**src/rtl/sequential_bcd_converter_if.sv**
```systemverilog
// Handshake and data bundle for the sequential binary/BCD converter.
// The master side issues requests and consumes results; the slave side is the converter.

`ifndef BINARY_TO_BCD_WIDTH
// Decimal digits needed for a w-bit unsigned value: ceil(w * log10(2)).
`define BINARY_TO_BCD_WIDTH(w) ((((w) * 30103) + 99999) / 100000)
`endif

interface sequential_bcd_converter_if #(
    parameter int WIDTH_BINARY = 16,
    parameter int WIDTH_BCD    = `BINARY_TO_BCD_WIDTH(WIDTH_BINARY) * 4
);
    logic                    input_valid;
    logic                    input_ready;
    logic                    input_mode;
    logic [WIDTH_BINARY-1:0] input_binary;
    logic [WIDTH_BCD-1:0]    input_bcd;
    logic                    output_valid;
    logic                    output_ready;
    logic                    output_mode;
    logic [WIDTH_BINARY-1:0] output_binary;
    logic [WIDTH_BCD-1:0]    output_bcd;
    logic                    output_invalid_digit;
    logic                    output_overflow;

    modport master (
        output input_valid, input_mode, input_binary, input_bcd, output_ready,
        input  input_ready, output_valid, output_mode, output_binary, output_bcd,
               output_invalid_digit, output_overflow
    );

    modport slave (
        input  input_valid, input_mode, input_binary, input_bcd, output_ready,
        output input_ready, output_valid, output_mode, output_binary, output_bcd,
               output_invalid_digit, output_overflow
    );
endinterface

```
**src/rtl/sequential_bcd_converter.sv**
```systemverilog
// Multi-cycle bidirectional binary/BCD converter.
// Mode 0: double dabble (add 3 to digits >= 5, shift left), one bit per cycle.
// Mode 1: reverse double dabble (shift right, subtract 3 from digits >= 8), one bit per cycle.

`ifndef BINARY_TO_BCD_WIDTH
`define BINARY_TO_BCD_WIDTH(w) ((((w) * 30103) + 99999) / 100000)
`endif

module sequential_bcd_converter #(
    parameter int WIDTH_BINARY = 16,
    parameter int WIDTH_BCD    = `BINARY_TO_BCD_WIDTH(WIDTH_BINARY) * 4
) (
    input logic                     clock,
    input logic                     resetn,
    sequential_bcd_converter_if.slave bus
);

    localparam int DIGITS = WIDTH_BCD / 4;
    localparam int CNT_W  = $clog2(WIDTH_BINARY + 1);
    localparam int WORK_W = WIDTH_BCD + WIDTH_BINARY;

    if (WIDTH_BINARY < 1) begin : g_bad_binary_width
        $fatal(1, "WIDTH_BINARY must be at least 1");
    end
    if ((WIDTH_BCD % 4) != 0) begin : g_bad_bcd_multiple
        $fatal(1, "WIDTH_BCD must be a multiple of 4");
    end
    if (WIDTH_BCD < `BINARY_TO_BCD_WIDTH(WIDTH_BINARY) * 4) begin : g_bad_bcd_width
        $fatal(1, "WIDTH_BCD too small for WIDTH_BINARY");
    end

    typedef enum logic [1:0] {
        S_IDLE,
        S_BUSY,
        S_DONE
    } state_t;

    state_t                  state_q, state_d;
    logic [CNT_W-1:0]        count_q, count_d;
    logic                    mode_q, mode_d;
    logic                    invalid_q, invalid_d;
    logic [WIDTH_BCD-1:0]    bcd_acc_q, bcd_acc_d;
    logic [WIDTH_BINARY-1:0] bin_acc_q, bin_acc_d;
    logic [WIDTH_BINARY-1:0] echo_bin_q, echo_bin_d;
    logic [WIDTH_BCD-1:0]    echo_bcd_q, echo_bcd_d;
    logic [WORK_W-1:0]       work;

    function automatic logic [WIDTH_BCD-1:0] add3_digits(input logic [WIDTH_BCD-1:0] a);
        logic [WIDTH_BCD-1:0] r;
        r = a;
        for (int unsigned i = 0; i < DIGITS; i++) begin
            if (r[4*i +: 4] >= 4'd5) r[4*i +: 4] = r[4*i +: 4] + 4'd3;
        end
        return r;
    endfunction

    function automatic logic [WIDTH_BCD-1:0] sub3_digits(input logic [WIDTH_BCD-1:0] a);
        logic [WIDTH_BCD-1:0] r;
        r = a;
        for (int unsigned i = 0; i < DIGITS; i++) begin
            if (r[4*i +: 4] >= 4'd8) r[4*i +: 4] = r[4*i +: 4] - 4'd3;
        end
        return r;
    endfunction

    function automatic logic any_digit_invalid(input logic [WIDTH_BCD-1:0] a);
        logic bad;
        bad = 1'b0;
        for (int unsigned i = 0; i < DIGITS; i++) begin
            if (a[4*i +: 4] > 4'd9) bad = 1'b1;
        end
        return bad;
    endfunction

    // Next-state logic: accept in IDLE, iterate once per cycle in BUSY, hold in DONE.
    always_comb begin
        state_d    = state_q;
        count_d    = count_q;
        mode_d     = mode_q;
        invalid_d  = invalid_q;
        bcd_acc_d  = bcd_acc_q;
        bin_acc_d  = bin_acc_q;
        echo_bin_d = echo_bin_q;
        echo_bcd_d = echo_bcd_q;
        work       = '0;
        case (state_q)
            S_IDLE: begin
                if (bus.input_valid) begin
                    state_d    = S_BUSY;
                    count_d    = '0;
                    mode_d     = bus.input_mode;
                    echo_bin_d = bus.input_binary;
                    echo_bcd_d = bus.input_bcd;
                    if (bus.input_mode) begin
                        bcd_acc_d = bus.input_bcd;
                        bin_acc_d = '0;
                        invalid_d = any_digit_invalid(bus.input_bcd);
                    end else begin
                        bcd_acc_d = '0;
                        bin_acc_d = bus.input_binary;
                        invalid_d = 1'b0;
                    end
                end
            end
            S_BUSY: begin
                // bin_acc doubles as the shift-out source in mode 0 and the result sink in mode 1.
                if (mode_q) begin
                    work      = {bcd_acc_q, bin_acc_q} >> 1;
                    bcd_acc_d = sub3_digits(work[WIDTH_BINARY +: WIDTH_BCD]);
                    bin_acc_d = work[WIDTH_BINARY-1:0];
                end else begin
                    work      = {add3_digits(bcd_acc_q), bin_acc_q} << 1;
                    bcd_acc_d = work[WIDTH_BINARY +: WIDTH_BCD];
                    bin_acc_d = work[WIDTH_BINARY-1:0];
                end
                count_d = count_q + CNT_W'(1);
                if (count_q == CNT_W'(WIDTH_BINARY - 1)) state_d = S_DONE;
            end
            S_DONE: begin
                if (bus.output_ready) state_d = S_IDLE;
            end
            default: state_d = S_IDLE;
        endcase
    end

    // State and datapath registers; reset aborts any conversion in flight.
    always_ff @(posedge clock or negedge resetn) begin
        if (!resetn) begin
            state_q    <= S_IDLE;
            count_q    <= '0;
            mode_q     <= 1'b0;
            invalid_q  <= 1'b0;
            bcd_acc_q  <= '0;
            bin_acc_q  <= '0;
            echo_bin_q <= '0;
            echo_bcd_q <= '0;
        end else begin
            state_q    <= state_d;
            count_q    <= count_d;
            mode_q     <= mode_d;
            invalid_q  <= invalid_d;
            bcd_acc_q  <= bcd_acc_d;
            bin_acc_q  <= bin_acc_d;
            echo_bin_q <= echo_bin_d;
            echo_bcd_q <= echo_bcd_d;
        end
    end

    // Result outputs are gated by DONE so they read zero outside a valid result.
    always_comb begin
        bus.input_ready          = (state_q == S_IDLE);
        bus.output_valid         = (state_q == S_DONE);
        bus.output_mode          = 1'b0;
        bus.output_binary        = '0;
        bus.output_bcd           = '0;
        bus.output_invalid_digit = 1'b0;
        bus.output_overflow      = 1'b0;
        if (state_q == S_DONE) begin
            bus.output_mode          = mode_q;
            bus.output_binary        = mode_q ? bin_acc_q : echo_bin_q;
            bus.output_bcd           = mode_q ? echo_bcd_q : bcd_acc_q;
            bus.output_invalid_digit = mode_q & invalid_q;
            bus.output_overflow      = mode_q & (bcd_acc_q != '0);
        end
    end

endmodule

```
**src/flat_wrapper.sv**
```systemverilog
// flat-port wrapper written by rule: the top's interface ports become plain ports
module sequential_bcd_converter_flat 
#(
    parameter int WIDTH_BINARY = 16,
    parameter int WIDTH_BCD    = `BINARY_TO_BCD_WIDTH(WIDTH_BINARY) * 4
)
  (clock, resetn, bus_input_valid, bus_input_mode, bus_input_binary, bus_input_bcd, bus_output_ready, bus_input_ready, bus_output_valid, bus_output_mode, bus_output_binary, bus_output_bcd, bus_output_invalid_digit, bus_output_overflow);
  sequential_bcd_converter_if #(.WIDTH_BINARY(WIDTH_BINARY), .WIDTH_BCD(WIDTH_BCD)) bus_i ();
  input logic clock;
  input logic resetn;
  input wire logic [$bits(bus_i.input_valid)-1:0] bus_input_valid;
  input wire logic [$bits(bus_i.input_mode)-1:0] bus_input_mode;
  input wire logic [$bits(bus_i.input_binary)-1:0] bus_input_binary;
  input wire logic [$bits(bus_i.input_bcd)-1:0] bus_input_bcd;
  input wire logic [$bits(bus_i.output_ready)-1:0] bus_output_ready;
  output wire logic [$bits(bus_i.input_ready)-1:0] bus_input_ready;
  output wire logic [$bits(bus_i.output_valid)-1:0] bus_output_valid;
  output wire logic [$bits(bus_i.output_mode)-1:0] bus_output_mode;
  output wire logic [$bits(bus_i.output_binary)-1:0] bus_output_binary;
  output wire logic [$bits(bus_i.output_bcd)-1:0] bus_output_bcd;
  output wire logic [$bits(bus_i.output_invalid_digit)-1:0] bus_output_invalid_digit;
  output wire logic [$bits(bus_i.output_overflow)-1:0] bus_output_overflow;
  assign bus_i.input_valid = bus_input_valid;
  assign bus_i.input_mode = bus_input_mode;
  assign bus_i.input_binary = bus_input_binary;
  assign bus_i.input_bcd = bus_input_bcd;
  assign bus_i.output_ready = bus_output_ready;
  assign bus_input_ready = bus_i.input_ready;
  assign bus_output_valid = bus_i.output_valid;
  assign bus_output_mode = bus_i.output_mode;
  assign bus_output_binary = bus_i.output_binary;
  assign bus_output_bcd = bus_i.output_bcd;
  assign bus_output_invalid_digit = bus_i.output_invalid_digit;
  assign bus_output_overflow = bus_i.output_overflow;
  sequential_bcd_converter #(.WIDTH_BINARY(WIDTH_BINARY), .WIDTH_BCD(WIDTH_BCD)) u_core (.clock(clock), .resetn(resetn), .bus(bus_i));
endmodule
```
**config.mk**
```make
export PLATFORM = sky130hd
export DESIGN_NAME = sequential_bcd_converter_flat
export DESIGN_NICKNAME = d
export VERILOG_FILES = /design/src/rtl/sequential_bcd_converter_if.sv /design/src/rtl/sequential_bcd_converter.sv /design/src/flat_wrapper.sv
export SDC_FILE = /design/constraint.sdc
export NUM_CORES = 1
export LEC_CHECK = 0
export ABC_AREA = 1
export CORE_MARGIN = 2
export CORE_UTILIZATION = 54
export DETAILED_ROUTE_END_ITERATION = 8
export PLACE_DENSITY = 0.81
export RECOVER_POWER = 100
export SLEW_MARGIN = 20
export SYNTH_ARGS = -nofsm -noshare
export SYNTH_HDL_FRONTEND = slang
export SYNTH_SLANG_ARGS = --single-unit
```
**constraint.sdc**
```tcl
create_clock -name clock -period 1.9 [get_ports clock]
set_input_delay 0.475 -clock clock [delete_from_list [all_inputs] [get_ports clock]]
set_output_delay 0.475 -clock clock [all_outputs]
set_load 0.05 [all_outputs]
```
* Yosys cells after proc, flatten, opt, wreduce, memory -nomap -nowiden
Index checks and enable logic that the tools add are counted.
** Storage, ports and cells
- Output and inout port bits :: 41
- Input port bits :: 41
- Register bits after elaboration :: 81
** Cells by class
- Reduce and logical (&&, ||, !) cells :: 6
- Muxes and demuxes :: 37
- $lt $le $gt $ge :: 15
- Eq/ne operators :: 6
- Add/subtract/negate cells :: 11
- Bitwise logic cells :: 2
** Operators with widths (count)
- $mux W20 :: 5
- $mux W16 :: 5
- $pmux W20 S2 :: 1
- $mux W4 :: 9
- $pmux W16 S2 :: 1
- $ge A4 B3 Y1 const B :: 5
- $gt A4 B4 Y1 const B :: 5
- $reduce_bool A20 Y1 :: 1
- $add A4 B2 Y4 const B :: 4
- $ge A4 B4 Y1 const B :: 4
- $sub A4 B2 Y4 const B :: 4
- $pmux W5 S2 :: 1
- $mux W1 :: 9
- $mux W2 :: 3
- $pmux W2 S3 :: 1
- $add A5 B1 Y5 const B :: 1
- $eq A5 B4 Y1 const B :: 1
- $mux W5 :: 1
- $ge A3 B4 Y1 const B :: 1
- $ne A2 B2 Y1 const B :: 2
- $reduce_and A2 Y1 :: 2
- $sub A3 B2 Y4 const B :: 1
- $add A3 B2 Y3 const B :: 1
- $mux W3 :: 1
- 7 further kinds :: 8

* Longest topological paths before layout
- Depth in word-level cells :: 7
- Mapped depth :: 10

* Worst setup path before layout
Ideal clock, no wire load.
- Path kind :: flip-flop to output port
- Start :: register u_core.mode_q
- End :: output port bus_output_overflow
- Path slack :: -1.206 ns
- Buffers on the path :: 2
- Data arrival time :: 2.631 ns
- Cell stages (with the launch flop) :: 6
- Cells stage by stage :: dfrtp_1 -> buf_2 -> inv_1 -> buf_2 -> nor2_1 -> a21boi_0
** On the way
- Word-level cells in the longest chain between the ends :: 2
** RTL lines
- start, declared :: line sequential_bcd_converter.sv:40 : logic mode_q, mode_d;
- start signal, assigned :: line sequential_bcd_converter.sv:140 : mode_q <= mode_d;
- $and A1 B1 Y1 :: line sequential_bcd_converter.sv:163 : bus.output_overflow = mode_q & (bcd_acc_q != '0);
- $mux W1 :: line sequential_bcd_converter.sv:158 : if (state_q == S_DONE) begin
- end, declared :: line flat_wrapper.sv:22 : output wire logic [$bits(bus_i.output_overflow)-1:0] bus_output_overflow;
Every way passes these cells.

* Final worst setup path
- Start :: register u_core.state_q[1]
- End :: output port bus_output_overflow
** On the way
- Word-level cells in the longest chain between the ends :: 2
** RTL lines
- start, declared :: line sequential_bcd_converter.sv:38 : state_t state_q, state_d;
- start signal, assigned :: line sequential_bcd_converter.sv:138 : state_q <= state_d;
- $eq A2 B2 Y1 :: line sequential_bcd_converter.sv:158
- $mux W1 :: line sequential_bcd_converter.sv:158
Every way passes these cells.

==> impl_metrics.csv <==
group,metric,value,unit
status,status,"finished with violations",
status,violations,"negative setup slack",
layout,mostFrequentLayoutCells,"nand2_1 (216), dfrtp_1 (78), inv_1 (66)",
worst_setup_path,cp-end-kind,"primary output",
logic_synthesis,synth_seq_cells,81,
placement,port_buffers,81,
logic_synthesis,synthCells,696,
grt,grt_usage,33.8,%
worst_setup_path,r2r_cells,8,
logic_synthesis,synth-async-reset-ratio,100,%
placement,dp.cells,917,
logic_synthesis,yosysWarnings,0,
grt,grt_max_degree,41,
sta,finalWorstSetupSlack,-202,ps
layout,final_cells,946,
layout,design_area,7520,sq um
worst_setup_path,cp.required,1420,ps
sta,min_period,2100,ps
sta,fin_skew,16.3,ps
die,die_width,101,um
worst_setup_path,worst_setup_path_start_kind,"register",
layout,final_common_cell,"nand2_1",
pwr,p_int,5.59,mW
logic_synthesis,synth_area,5130,sq um
hold_path,hp-class,"in2async",
logic_synthesis,synth.distinct_cells,36,
layout,drive_gt1_share,22.4,%
pwr,p_leak,3.41,nW
sta,setup_viol,70,
sta,hold_viol_final,0,
clock_network,cts_max_level,3,
sta,rsz0062_at_grt,"yes",
clock_network,cts-root-buf,"clkbuf_8",
clock_network,clock_sinks,81,
pwr,power_switching,5.36,mW
placement,gp_congestion,0.928,
drt,vias,5549,
sta,drv_slew,0,
pwr,ir_drop,0.822,mV
drt,final_antenna_net_count,0,
placement,dp_hpwl,11300,um
worst_setup_path,critical_path_class,"reg2out",
pwr,switching_share,49.0,%
drt,viasPerCell,5.87,
die,die_area,10300,sq um
clock_network,hold_buffers,0,
worst_setup_path,r2r-end,"u_core.bcd_acc_q[3]$_DFFE_PN0P_",
worst_setup_path,reg2reg_from,"u_core.state_q[0]$_DFFE_PN0P_",
drt,routed_wl,17000,um
layout,fin_util,81.4,%
grt,grt_pass1_vias,5596,
logic_synthesis,yosys_most_used_dff,"dfrtp_1",
pwr,power.share.sequential,28.9,%
layout,nets,881,
clock_network,cts.clk_slew.worst_paths,100,ps
pwr,power_frac_clock,12.2,%
layout,areaGrowthSynthToFinish,46.6,%
drt,drt_iter0_drc,458,
clock_network,cts_buffers,9,
sta,worst_pin_slew,1010,ps
die,rows,35,
die,start_util,55.5,%
die,die_h,101,um
placement,place_area,7060,sq um
drt,drc,0,
die,ios,82,
grt,grt-ovfl-total,0,
layout,n_antenna_cell,0,
sta,max_freq,476,MHz
sta,fin_crit_sh,111,%
worst_setup_path,r2r_slack,-110,ps
pwr,combPwrFrac,58.9,%
logic_synthesis,synth-seq-area-share,39.5,%
grt,grt_pass1_wl,27200,um
clock_network,cts_tree,"built",
drt,routedWlPerCell,17.9,um
worst_setup_path,cp_max_fo,4,
pwr,powerDensity,1460,nW/um^2
sta,max_slew_margin,32.7,%
placement,dp_slack,40.1,ps
worst_setup_path,critPathArrivalTime,1630,ps
job,max_cap_violations,0,
die,core_area,9240,sq um
logic_synthesis,synth-edff-count,0,
logic_synthesis,syn-num-nets,765,
clock_network,cts_buffer_depth,2,
grt,antenna_found_initial,0,
drt,drt_pass1_iterations,5,
clock_network,clock_latency,370,ps
logic_synthesis,avgSynthCellArea,7.37,sq um
-- power groups by stage --
stage	Sequential [mW]	Clock, mW	Combinational (mW)
2_1_floorplan	3.00	0	4.07
3_3_place_gp	3.09	0	5.59
3_5_place_dp	3.13	0	5.82
4_1_cts	3.11	1.32	6.19
5_1_grt	3.24	1.38	7.10
6_report	3.17	1.33	6.45
-- through the flow --
stage,power (mW),hold WS [ps],setup TNS (ps)
2_1_floorplan,7.07,179,-2250
3_3_place_gp,8.68,449,0
3_5_place_dp,8.95,452,0
4_1_cts,10.6,65.6,-4860
5_1_grt,11.7,238,-9680
6_report,10.9,176,-7010
-- layer usage --
metal / track usage [%] / part of all wire [%] / up-vias
li1: - / - / 2512
met4: 15.9 / 3.0 / 0
met2: 55.8 / 49 / 310
met1: 43.9 / 40 / 2677
met3: 5.11 / 7.7 / 50
met5: 0 / 0 / -
-- area by class of cell --
type / instances / area (sq um)
Clock buffer: 11 / 131
Clock inverter: 5 / 63.8
Fill cell: 575 / 1720
Inverter: 76 / 295
Multi-Input combinational cell: 505 / 3060
Sequential cell: 81 / 2030
Tap cell: 129 / 161
Timing Repair Buffer: 139 / 1780
-- synth_stat cells, types with 2 or more instances --
library cell  count  area (sq um)
clkinv_1          4          15.0
or2_2             2          12.5
nand3_1          36           180
o2111ai_1         5          43.8
inv_2             3          11.3
o22ai_2           8           100
clkbuf_1         11          41.3
o22ai_1           6          37.5
ha_1             28           350
a21boi_1          5          37.5
nor2_1           33           124
dfrtp_1          81          2030
o211ai_1         10          75.1
nand2_4           3          33.8
xor2_1            5          43.8
nand4_1          11          68.8
o21ai_0          64           320
a21oi_1          62           310
nor3_1            3          15.0
buf_6             3          33.8
inv_1            68           255
buf_4             2          15.0
nand2_1         214           803
buf_2            17          85.1
-- registers in the layout (all words and copies together) (netlist names) --
register / flops
u_core.bin_acc_q: 16
u_core.count_q: 5
u_core.echo_bcd_q: 20
u_core.mode_q: 1
u_core.echo_bin_q: 16
u_core.invalid_q: 1
u_core.state_q: 2
u_core.bcd_acc_q: 20
-- logic make-up (layout without fill, tap and decap cells) --
group	count (synthesis)	in the layout	share of synthesized area (%)
xor gates and xnor gates	5	5	0.854
AOI/OAI and AO/OA	166	166	19.0
adders and majority gates	28	28	6.83
buffers and inverters	110	231	9.10
and+or+nand+nor	306	306	24.7
DFF	81	81	39.5
-- worst max-delay path: stages (launching register included) --
cell and delay [ps]:
dfrtp_1 390, inv_2 70, nor2_4 110, buf_6 140, inv_8 50, nor2_4 120, a21boi_4 230, buf_12 150
-- worst max path at each step --
stage                                             start                               to  slack, ps  cells past startpoint
after global routing      u_core.state_q[1]$_DFFE_PN0P_              bus_output_overflow       -260                      7
after global placement    u_core.state_q[0]$_DFFE_PN0P_              bus_output_overflow         50                      6
after CTS                 u_core.state_q[1]$_DFFE_PN0P_                bus_output_bcd[2]       -190                      7
final                     u_core.state_q[1]$_DFFE_PN0P_              bus_output_overflow       -200                      7
after detailed placement                bus_input_valid  u_core.bin_acc_q[3]$_DFFE_PN0P_         40                      6
after floorplan               u_core.mode_q$_DFFE_PN0P_               bus_output_bcd[13]       -290                      5
-- repair_timing --
action / in CTS / in global routing
buffers inserted: 8 / 2
resized for setup: 45 / 18
gates cloned: 2 / 1
pin swaps: 4 / 7
endpoints found under the hold margin: 0 / 0
endpoints found under the setup margin: 39 / 40
Power figures use the tool's default switching activity.
